## config.mk

```make
export PLATFORM = sky130hd
export DESIGN_NAME = riscv_business
export DESIGN_NICKNAME = d
export VERILOG_FILES = /design/src/rtl/riscv_business.sv
export SDC_FILE = /design/constraint.sdc
export NUM_CORES = 2
export LEC_CHECK = 0
export CORE_MARGIN = 2
export CORE_UTILIZATION = 55
export CTS_BUF_LIST = sky130_fd_sc_hd__clkbuf_16
export DETAILED_ROUTE_END_ITERATION = 6
export PLACE_DENSITY = 0.75
export SKIP_LAST_GASP = 1
export SYNTH_ARGS = -nofsm -noshare
export SYNTH_HDL_FRONTEND = slang
export SYNTH_SLANG_ARGS = --single-unit
```

## constraint.sdc

```tcl
create_clock -name CLK -period 11.2 [get_ports CLK]
set_input_delay 3.36 -clock CLK [delete_from_list [all_inputs] [get_ports CLK]]
set_output_delay 3.36 -clock CLK [all_outputs]
set_load 0.005 [all_outputs]
```

## src/rtl/riscv_business.sv

```systemverilog
// Multi-cycle RV32I core: FETCH -> EXECUTE -> (MEM) -> FETCH, stopping for good in HALTED.
// Instruction and data traffic share one generic request/busy bus.
module riscv_business #(
  parameter logic [31:0] RESET_PC = 32'h0000_0200
) (
  input  logic        CLK,
  input  logic        nRST,
  output logic        halt,
  output logic [31:0] addr,
  output logic [31:0] wdata,
  input  logic [31:0] rdata,
  output logic        ren,
  output logic        wen,
  output logic [3:0]  byte_en,
  input  logic        busy
);

  typedef enum logic [1:0] {FETCH, EXECUTE, MEM, HALTED} state_t;

  localparam logic [6:0] OPC_LUI    = 7'b0110111;
  localparam logic [6:0] OPC_AUIPC  = 7'b0010111;
  localparam logic [6:0] OPC_JAL    = 7'b1101111;
  localparam logic [6:0] OPC_JALR   = 7'b1100111;
  localparam logic [6:0] OPC_BRANCH = 7'b1100011;
  localparam logic [6:0] OPC_LOAD   = 7'b0000011;
  localparam logic [6:0] OPC_STORE  = 7'b0100011;
  localparam logic [6:0] OPC_OPIMM  = 7'b0010011;
  localparam logic [6:0] OPC_OP     = 7'b0110011;
  localparam logic [6:0] OPC_FENCE  = 7'b0001111;
  localparam logic [6:0] OPC_SYSTEM = 7'b1110011;

  state_t      state, state_next;
  logic [31:0] pc, pc_next, pc4, instr;
  logic [31:0] regs [32];
  logic        rd_we;
  logic [31:0] rd_val, target;

  logic [6:0]  opcode, f7;
  logic [4:0]  rd, rs1, rs2;
  logic [2:0]  f3;
  logic [31:0] imm_i, imm_s, imm_b, imm_u, imm_j;
  logic [31:0] a, b, alu_b, alu_out, ea, lane, ld_val, st_data;
  logic [3:0]  mem_be;
  logic        alu_alt, taken, is_store, mem_misaligned, load_ok, store_ok;

  assign opcode = instr[6:0];
  assign rd     = instr[11:7];
  assign f3     = instr[14:12];
  assign rs1    = instr[19:15];
  assign rs2    = instr[24:20];
  assign f7     = instr[31:25];
  assign imm_i  = {{20{instr[31]}}, instr[31:20]};
  assign imm_s  = {{20{instr[31]}}, instr[31:25], instr[11:7]};
  assign imm_b  = {{19{instr[31]}}, instr[31], instr[7], instr[30:25], instr[11:8], 1'b0};
  assign imm_u  = {instr[31:12], 12'b0};
  assign imm_j  = {{11{instr[31]}}, instr[31], instr[19:12], instr[20], instr[30:21], 1'b0};
  assign a      = regs[rs1];
  assign b      = regs[rs2];
  assign pc4    = pc + 32'd4;
  assign halt   = (state == HALTED);

  always_comb begin
    alu_b   = (opcode == OPC_OP) ? b : imm_i;
    alu_alt = instr[30] && (opcode == OPC_OP || f3 == 3'b101);
    case (f3)
      3'b000:  alu_out = alu_alt ? a - alu_b : a + alu_b;
      3'b001:  alu_out = a << alu_b[4:0];
      3'b010:  alu_out = {31'b0, $signed(a) < $signed(alu_b)};
      3'b011:  alu_out = {31'b0, a < alu_b};
      3'b100:  alu_out = a ^ alu_b;
      3'b101:  alu_out = alu_alt ? $unsigned($signed(a) >>> alu_b[4:0]) : a >> alu_b[4:0];
      3'b110:  alu_out = a | alu_b;
      default: alu_out = a & alu_b;
    endcase
    case (f3)
      3'b000:  taken = (a == b);
      3'b001:  taken = (a != b);
      3'b100:  taken = $signed(a) < $signed(b);
      3'b101:  taken = $signed(a) >= $signed(b);
      3'b110:  taken = a < b;
      3'b111:  taken = a >= b;
      default: taken = 1'b0;
    endcase
  end

  // Operands stay untouched between EXECUTE and MEM, so the access is decoded from instr/regs directly.
  always_comb begin
    is_store       = (opcode == OPC_STORE);
    ea             = a + (is_store ? imm_s : imm_i);
    mem_misaligned = (f3[1:0] == 2'b01 && ea[0]) || (f3[1:0] == 2'b10 && ea[1:0] != 2'b00);
    load_ok        = (f3[1:0] != 2'b11) && (f3 != 3'b110);
    store_ok       = !f3[2] && (f3[1:0] != 2'b11);
    case (f3[1:0])
      2'b00:   begin mem_be = 4'b0001 << ea[1:0];        st_data = {4{b[7:0]}};  end
      2'b01:   begin mem_be = 4'b0011 << {ea[1], 1'b0};  st_data = {2{b[15:0]}}; end
      default: begin mem_be = '1;                        st_data = b;            end
    endcase
    lane = rdata >> {ea[1:0], 3'b000};
    case (f3)
      3'b000:  ld_val = {{24{lane[7]}}, lane[7:0]};
      3'b100:  ld_val = {24'b0, lane[7:0]};
      3'b001:  ld_val = {{16{lane[15]}}, lane[15:0]};
      3'b101:  ld_val = {16'b0, lane[15:0]};
      default: ld_val = lane;
    endcase
  end

  always_comb begin
    state_next = state;
    pc_next    = pc;
    rd_we      = 1'b0;
    rd_val     = alu_out;
    target     = '0;
    ren        = 1'b0;
    wen        = 1'b0;
    addr       = '0;
    wdata      = '0;
    byte_en    = '0;
    case (state)
      FETCH: begin
        ren     = 1'b1;
        addr    = pc;
        byte_en = '1;
        if (!busy) state_next = EXECUTE;
      end
      EXECUTE: begin
        state_next = FETCH;
        pc_next    = pc4;
        case (opcode)
          OPC_LUI:   begin rd_we = 1'b1; rd_val = imm_u; end
          OPC_AUIPC: begin rd_we = 1'b1; rd_val = pc + imm_u; end
          OPC_JAL, OPC_JALR: begin
            target = (opcode == OPC_JAL) ? pc + imm_j : (a + imm_i) & ~32'd1;
            if (target[1] || (opcode == OPC_JALR && f3 != 3'b000)) state_next = HALTED;
            else begin
              rd_we   = 1'b1;
              rd_val  = pc4;
              pc_next = target;
            end
          end
          OPC_BRANCH: begin
            target = pc + imm_b;
            if (f3[2:1] == 2'b01 || (taken && target[1])) state_next = HALTED;
            else if (taken) pc_next = target;
          end
          OPC_LOAD, OPC_STORE: begin
            if (mem_misaligned || !(is_store ? store_ok : load_ok)) state_next = HALTED;
            else state_next = MEM;
            pc_next = pc;
          end
          OPC_OPIMM: begin
            if ((f3 == 3'b001 && f7 != 7'b0) ||
                (f3 == 3'b101 && f7 != 7'b0 && f7 != 7'b0100000)) state_next = HALTED;
            else rd_we = 1'b1;
          end
          OPC_OP: begin
            if (f7 == 7'b0 || (f7 == 7'b0100000 && (f3 == 3'b000 || f3 == 3'b101))) rd_we = 1'b1;
            else state_next = HALTED;
          end
          OPC_FENCE:  if (f3 != 3'b000) state_next = HALTED;
          OPC_SYSTEM: if (instr != 32'h0010_0073) state_next = HALTED;
          default:    state_next = HALTED;
        endcase
        if (state_next == HALTED) begin
          pc_next = pc;
          rd_we   = 1'b0;
        end
      end
      MEM: begin
        addr    = {ea[31:2], 2'b00};
        byte_en = mem_be;
        wen     = is_store;
        ren     = !is_store;
        wdata   = is_store ? st_data : '0;
        if (!busy) begin
          state_next = FETCH;
          pc_next    = pc4;
          rd_we      = !is_store;
          rd_val     = ld_val;
        end
      end
      default: ;
    endcase
    // Reset must silence the bus in the same cycle it is asserted, before any edge.
    if (!nRST) begin
      ren     = 1'b0;
      wen     = 1'b0;
      addr    = '0;
      wdata   = '0;
      byte_en = '0;
    end
  end

  always_ff @(posedge CLK or negedge nRST) begin
    if (!nRST) begin
      state <= FETCH;
      pc    <= RESET_PC;
      instr <= '0;
      for (int unsigned i = 0; i < 32; i++) regs[i] <= '0;
    end else begin
      state <= state_next;
      pc    <= pc_next;
      if (state == FETCH && !busy) instr <= rdata;
      if (rd_we && rd != 5'd0) regs[rd] <= rd_val;
    end
  end

endmodule

```

Yosys cells after proc, flatten, opt, wreduce, memory -nomap -nowiden. Cells that the tools add are included.

$mul: 0. Divide/modulo/power cells: 0. Shifts and indexed selects: 6. $add $sub $neg: 8. Muxes and demuxes: 61. $lt $le $gt $ge: 10. Eq/ne operators: 36. Bitwise operators: 6. Reduce and logical (&&, ||, !) cells: 41.

Operators by type and width (number): bitwise mux 1024 bit (1); 2-to-1 mux 32 bit (20); binary-select mux 32 bit (select 5 bit) (2); one-hot mux 32 bit (2 select lines) (4); one-hot mux 32 bit (7 select lines) (1); adder 32 bit (6); one-hot mux 32 bit (3 select lines) (2); demux 32 bit (select 5 bit) (1); < comparator 32 bit (4); one-hot mux 32 bit (4 select lines) (1); greater-or-equal comparator 32 bit (2); >> shifter 32 x 5 -> 32 bit (2); adder 32 x 3 -> 32 bit (second input constant) (1); bitwise AND 32 bit (1); equality test 32 bit (1); != test 32 x 21 -> 1 bit (second input constant) (1); != test 32 bit (1); bitwise OR 32 bit (1); << shifter 32 x 5 -> 32 bit (1); >>> shifter 32 x 5 -> 32 bit (1); subtractor 32 bit (1); bitwise XOR 32 bit (1); equality test 7 x 6 -> 1 bit (second input constant) (4); equality test 7 bit (second input constant) (4); other kinds (39) (104).

Output and inout port bits: 71. Bits in latches: 0. Bits in read-only memories: 0. Word-level logic and storage cells: 203. RAM bits: 0. Input port bits: 35. Bits in registers: 1090. Memories: 0.

Logic depth before layout (Yosys ltp).
Depth after elaboration: 16. Gate-level depth with buffers: 30. Mapped depth without buffers: 20.

Worst setup path after synthesis. Ideal clock, no wire load.

Path kind: register to output. From: reg instr[16]. To: out addr[28]. Stages on the path, launching flop included: 24. Arrival: 5.180 ns. Data required time: 7.840 ns. Path buffers: 6. Path slack: 2.660 ns. Cells stage by stage: dfrtp_1 -> buf_6 -> buf_4 -> buf_6 -> buf_4 -> buf_2 -> buf_4 -> mux4_2 -> mux4_2 -> mux2i_1 -> inv_1 -> ha_1 -> fa_1 -> a21o_1 -> a21oi_1 -> o21bai_1 -> a21oi_1 -> nor2b_1 -> o21ai_0 -> nor2b_1 -> o21ai_0 -> a31oi_1 -> xnor2_1 -> a22o_1.

Word-level cells in the longest chain between the ends: 7.

RTL lines: start, declared (RTL line 33) `logic [31:0] pc, pc_next, pc4, instr;`; start signal, assigned (RTL line 203) `if (state == FETCH && !busy) instr <= rdata;`; inverter 5 -> 6 bit (implied by the code) (RTL line 57) `assign a = regs[rs1];`; binary-select mux 32 bit (select 5 bit) (RTL line 57); 2-to-1 mux 32 bit (implied by the code) (2 in a row) (RTL line 57); adder 32 bit (RTL line 89) `ea = a + (is_store ? imm_s : imm_i);`; one-hot mux 32 bit (2 select lines) (RTL line 119) `case (state)`; 2-to-1 mux 32 bit (RTL line 185) `if (!nRST) begin`; end, declared (RTL line 9) `output logic [31:0] addr,`.

No other way between the ends. The select of a mux whose other input is x is not followed.

Final worst setup path.
From: reg instr[15]. To: out addr[28].

The elaborated chain is that of the path after synthesis.

==> impl_metrics.toml <==
[sta]
final-hold-violation-count = 0
setup_slack_ns = 0.383
drv_slew = 7
setup_viol = 0
worstMarginPinSlew_ns = 1.52
fin_crit_sh = 0.966
rsz0062_at_grt = "no"
max_freq_mhz = 92.4
timing.final.crit_period_ns = 10.82
slew-limit-headroom = -0.0401
clock_skew_ns = 0.0705
finalSetupTns_ns = 0

[critical_path]
worstPathRequired_ns = 7.84
critPathKind = "register to output port"
cp-end-kind = "output port"
cp_max_fo = 35
cp-start-kind = "register"
arrival_ns = 7.46

[min_path]
hp-class = "register to register"

[drt]
vias = 70900
drt_iter0_markers = 11500
wl_per_cell_um = 37.1
drc = 1
drt-total-wl_um = 353000
vias_per_cell = 7.46
antenna_left = 0
first_pass_iters = 7

[status]
violations = "design-rule violations, max-capacitance violations, max-slew violations"
outcome = "finished with violations"

[power_and_ir_drop]
p_leak_nw = 34.2
ir_drop_v = 0.000186
powerDensity_mw_per_mm2 = 95.0
power.total_mw = 7.81

[logic_synthesis]
syn-instance-count = 7889
synth.largest_area_cell = "dfrtp_1"
syn_nets = 8154
synth.area.top_cells = "dfrtp_1, mux4_2, mux2i_1, o21ai_0, mux2_2"
avgSynthCellArea_um2 = 9.64
yosysUniqueCellTypes = 104
synth_top_flop_cell = "dfrtp_1"
async_reset_ff_frac = 1.00
ys_ff_latch = 1089
yosysSeqAreaShare = 0.358
netlist_area_mm2 = 0.0760
yosysWarnings = 0
synth_top_area_share = 0.358
synth_edf_count = 0

[layout]
syn_to_final_growth_pct = 8.04
fin_nets = 7864
layout.cells.non_filler = 9497
seqCellArea_mm2 = 0.0273
drive_gt1_frac = 0.171
fill_cells = 11300
design_area_mm2 = 0.0821
multi_input_area_mm2 = 0.0454

[floorplan]
die_area_mm2 = 0.141
start_util = 0.554
row_count = 136
dieWidth_um = 376
fp.coreArea_mm2 = 0.137
io_pins = 106
die_h_um = 376

[cts]
clk_latency_ns = 0.80
cts_max_path_buffers = 3
numCtsBuffers = 113
cts_tree = "built"
cts_num_sinks = 1089
path_clk_slew_ns = 0.08
cts_root_buffer = "clkbuf_16"
htreeDepth = 3
cts_setup_buffers = 0
cts.repair.resized = 0
ctsHoldBuffers = 0

[global_routing]
grt_max_degree = 178
grt_usage = 0.491
grt_antenna_before_repair = 31
grt_pass1_vias = 67700
overflow = 0
grt_pass1_wl_um = 498000

[placement]
place.gp.congestion = 1.13
hpwlAfterDp_um = 248000
place_area_mm2 = 0.0785
place_ws_ns = 1.45
io_buffers = 104
dpl.cell_count = 9278

[job]
timing.max_cap.violations = 2
-- layer usage --
layer | part of all wire | global-route usage
met1 | 0.37 | 0.644
met4 | 0.075 | 0.309
met3 | 0.16 | 0.215
met5 | 0.00064 | 0.00377
met2 | 0.40 | 0.660
-- layout make-up --
| type | instances | share of cell area |
|---|---|---|
| clock buffer | 113 | 0.0344 |
| sequential | 1089 | 0.332 |
| clock inverter | 91 | 0.00926 |
| inverter | 152 | 0.00695 |
| tap | 1794 | 0.0273 |
| multi-input combinational | 5906 | 0.553 |
| antenna | 15 | 0.000457 |
| timing repair buffer | 337 | 0.0363 |
-- placed cells by master, fill, tap and decap left out, types with 44 or more instances in the layout --
master           Yosys  layout
a22o_1              46      46
a22oi_1            130     130
o21ai_0            880     879
nand3_1            125     123
o22ai_1            122     121
xor2_1              51      51
nor3_1             116     111
a21o_1              82      82
dfrtp_1           1088    1076
nor2_1             361     357
mux2_2             374     374
nand2_1           1094    1065
mux2i_1            459     452
clkdlybuf4s50_1      0     103
buf_4               34     218
a21oi_1            495     489
mux4_2             376     376
o211ai_1            46      46
clkbuf_16            0     113
ha_1               223     223
and3_1              44      44
a211oi_1            88      87
xnor2_1            105     105
inv_1              144     168
-- worst max-delay path, stage by stage (launching register included) --
cell             delay [ns]
dfrtp_4                0.96
or4b_2                 0.93
o22ai_1                0.20
nor3_1                 0.41
and4_1                 0.57
inv_1                  0.33
ha_1                   0.41
a21o_1                 0.20
a21oi_1                0.25
o21bai_1               0.09
a21oi_1                0.40
nor2b_1                0.09
o21ai_0                0.23
nor2b_1                0.25
o21ai_0                0.25
a31oi_1                0.28
xnor2_1                0.14
a22o_1                 0.15
clkdlybuf4s50_1        0.49
-- state kept, by name, indices dropped and copies added (netlist names) --
| register | cells |
|---|---|
| regs | 1024 |
| instr | 32 |
| pc | 31 |
| state | 2 |
-- cells by family after synthesis --
logic type	Yosys count	share of synthesized area
AOI/OAI and AO/OA	2282	0.183
and+or+nand+nor	2003	0.115
muxes	1234	0.236
DFF	1089	0.358
buffers and inverters	894	0.0505
adders and majority gates	230	0.0385
xor gates and xnor gates	156	0.0180
other	1	0.0000493
-- power by group --
group	leakage [nW]	switching, mW	internal, mW
Clock	1.82	1.76	1.99
Combinational	17.2	0.105	0.0202
Sequential	15.1	0	3.93
Total	34.2	1.87	5.94
-- cell usage after synthesis (all sizes together), types with 10 or more instances --
cell and number:
nand2 1094, dfrtp 1088, o21ai 918, clkbuf 542, a21oi 498, mux2i 460, mux4 400, mux2 374
nor2 364, ha 223, buf 200, inv 149, a22oi 130, nand3 125, o22ai 122, nor3 117
xnor2 105, a211oi 88, a21o 82, xor2 51, o211ai 47, a22o 46, and3 44, a31oi 43
nor2b 43, nand4 42, a221oi 37, and2 36, nand2b 32, o21a 31, o21bai 31, o31ai 28
nor4 25, a211o 19, a221o 16, or3 16, and4 13, a222oi 11, a41oi 11, o221ai 11
or2 11, o2111ai 10, o211a 10
-- stage by stage --
stage / util / hold slack (ns)
final: 0.598 / 0.401
after global routing: 0.598 / 0.408
after CTS: 0.598 / 0.398
after detailed placement: 0.572 / 0.385
after global placement: 0.572 / 0.379
after floorplan: - / 0.441
-- final timing paths --
check | depth (start not counted) | start | endpoint | slack (ns)
setup / recovery | 18 | instr[15] | addr[28] | 0.38
hold reg to reg | 0 | regs[1021] | regs[1021] | 0.40
max in group asynchronous | 6 | nRST | instr[18] | 3.97
setup reg to reg | 18 | instr[21] | regs[925] | 1.70
min in group asynchronous | 1 | nRST | regs[495] | 2.53
hold / removal | 0 | regs[1021] | regs[1021] | 0.40
Note: power is estimated with default switching activity, not from simulation.
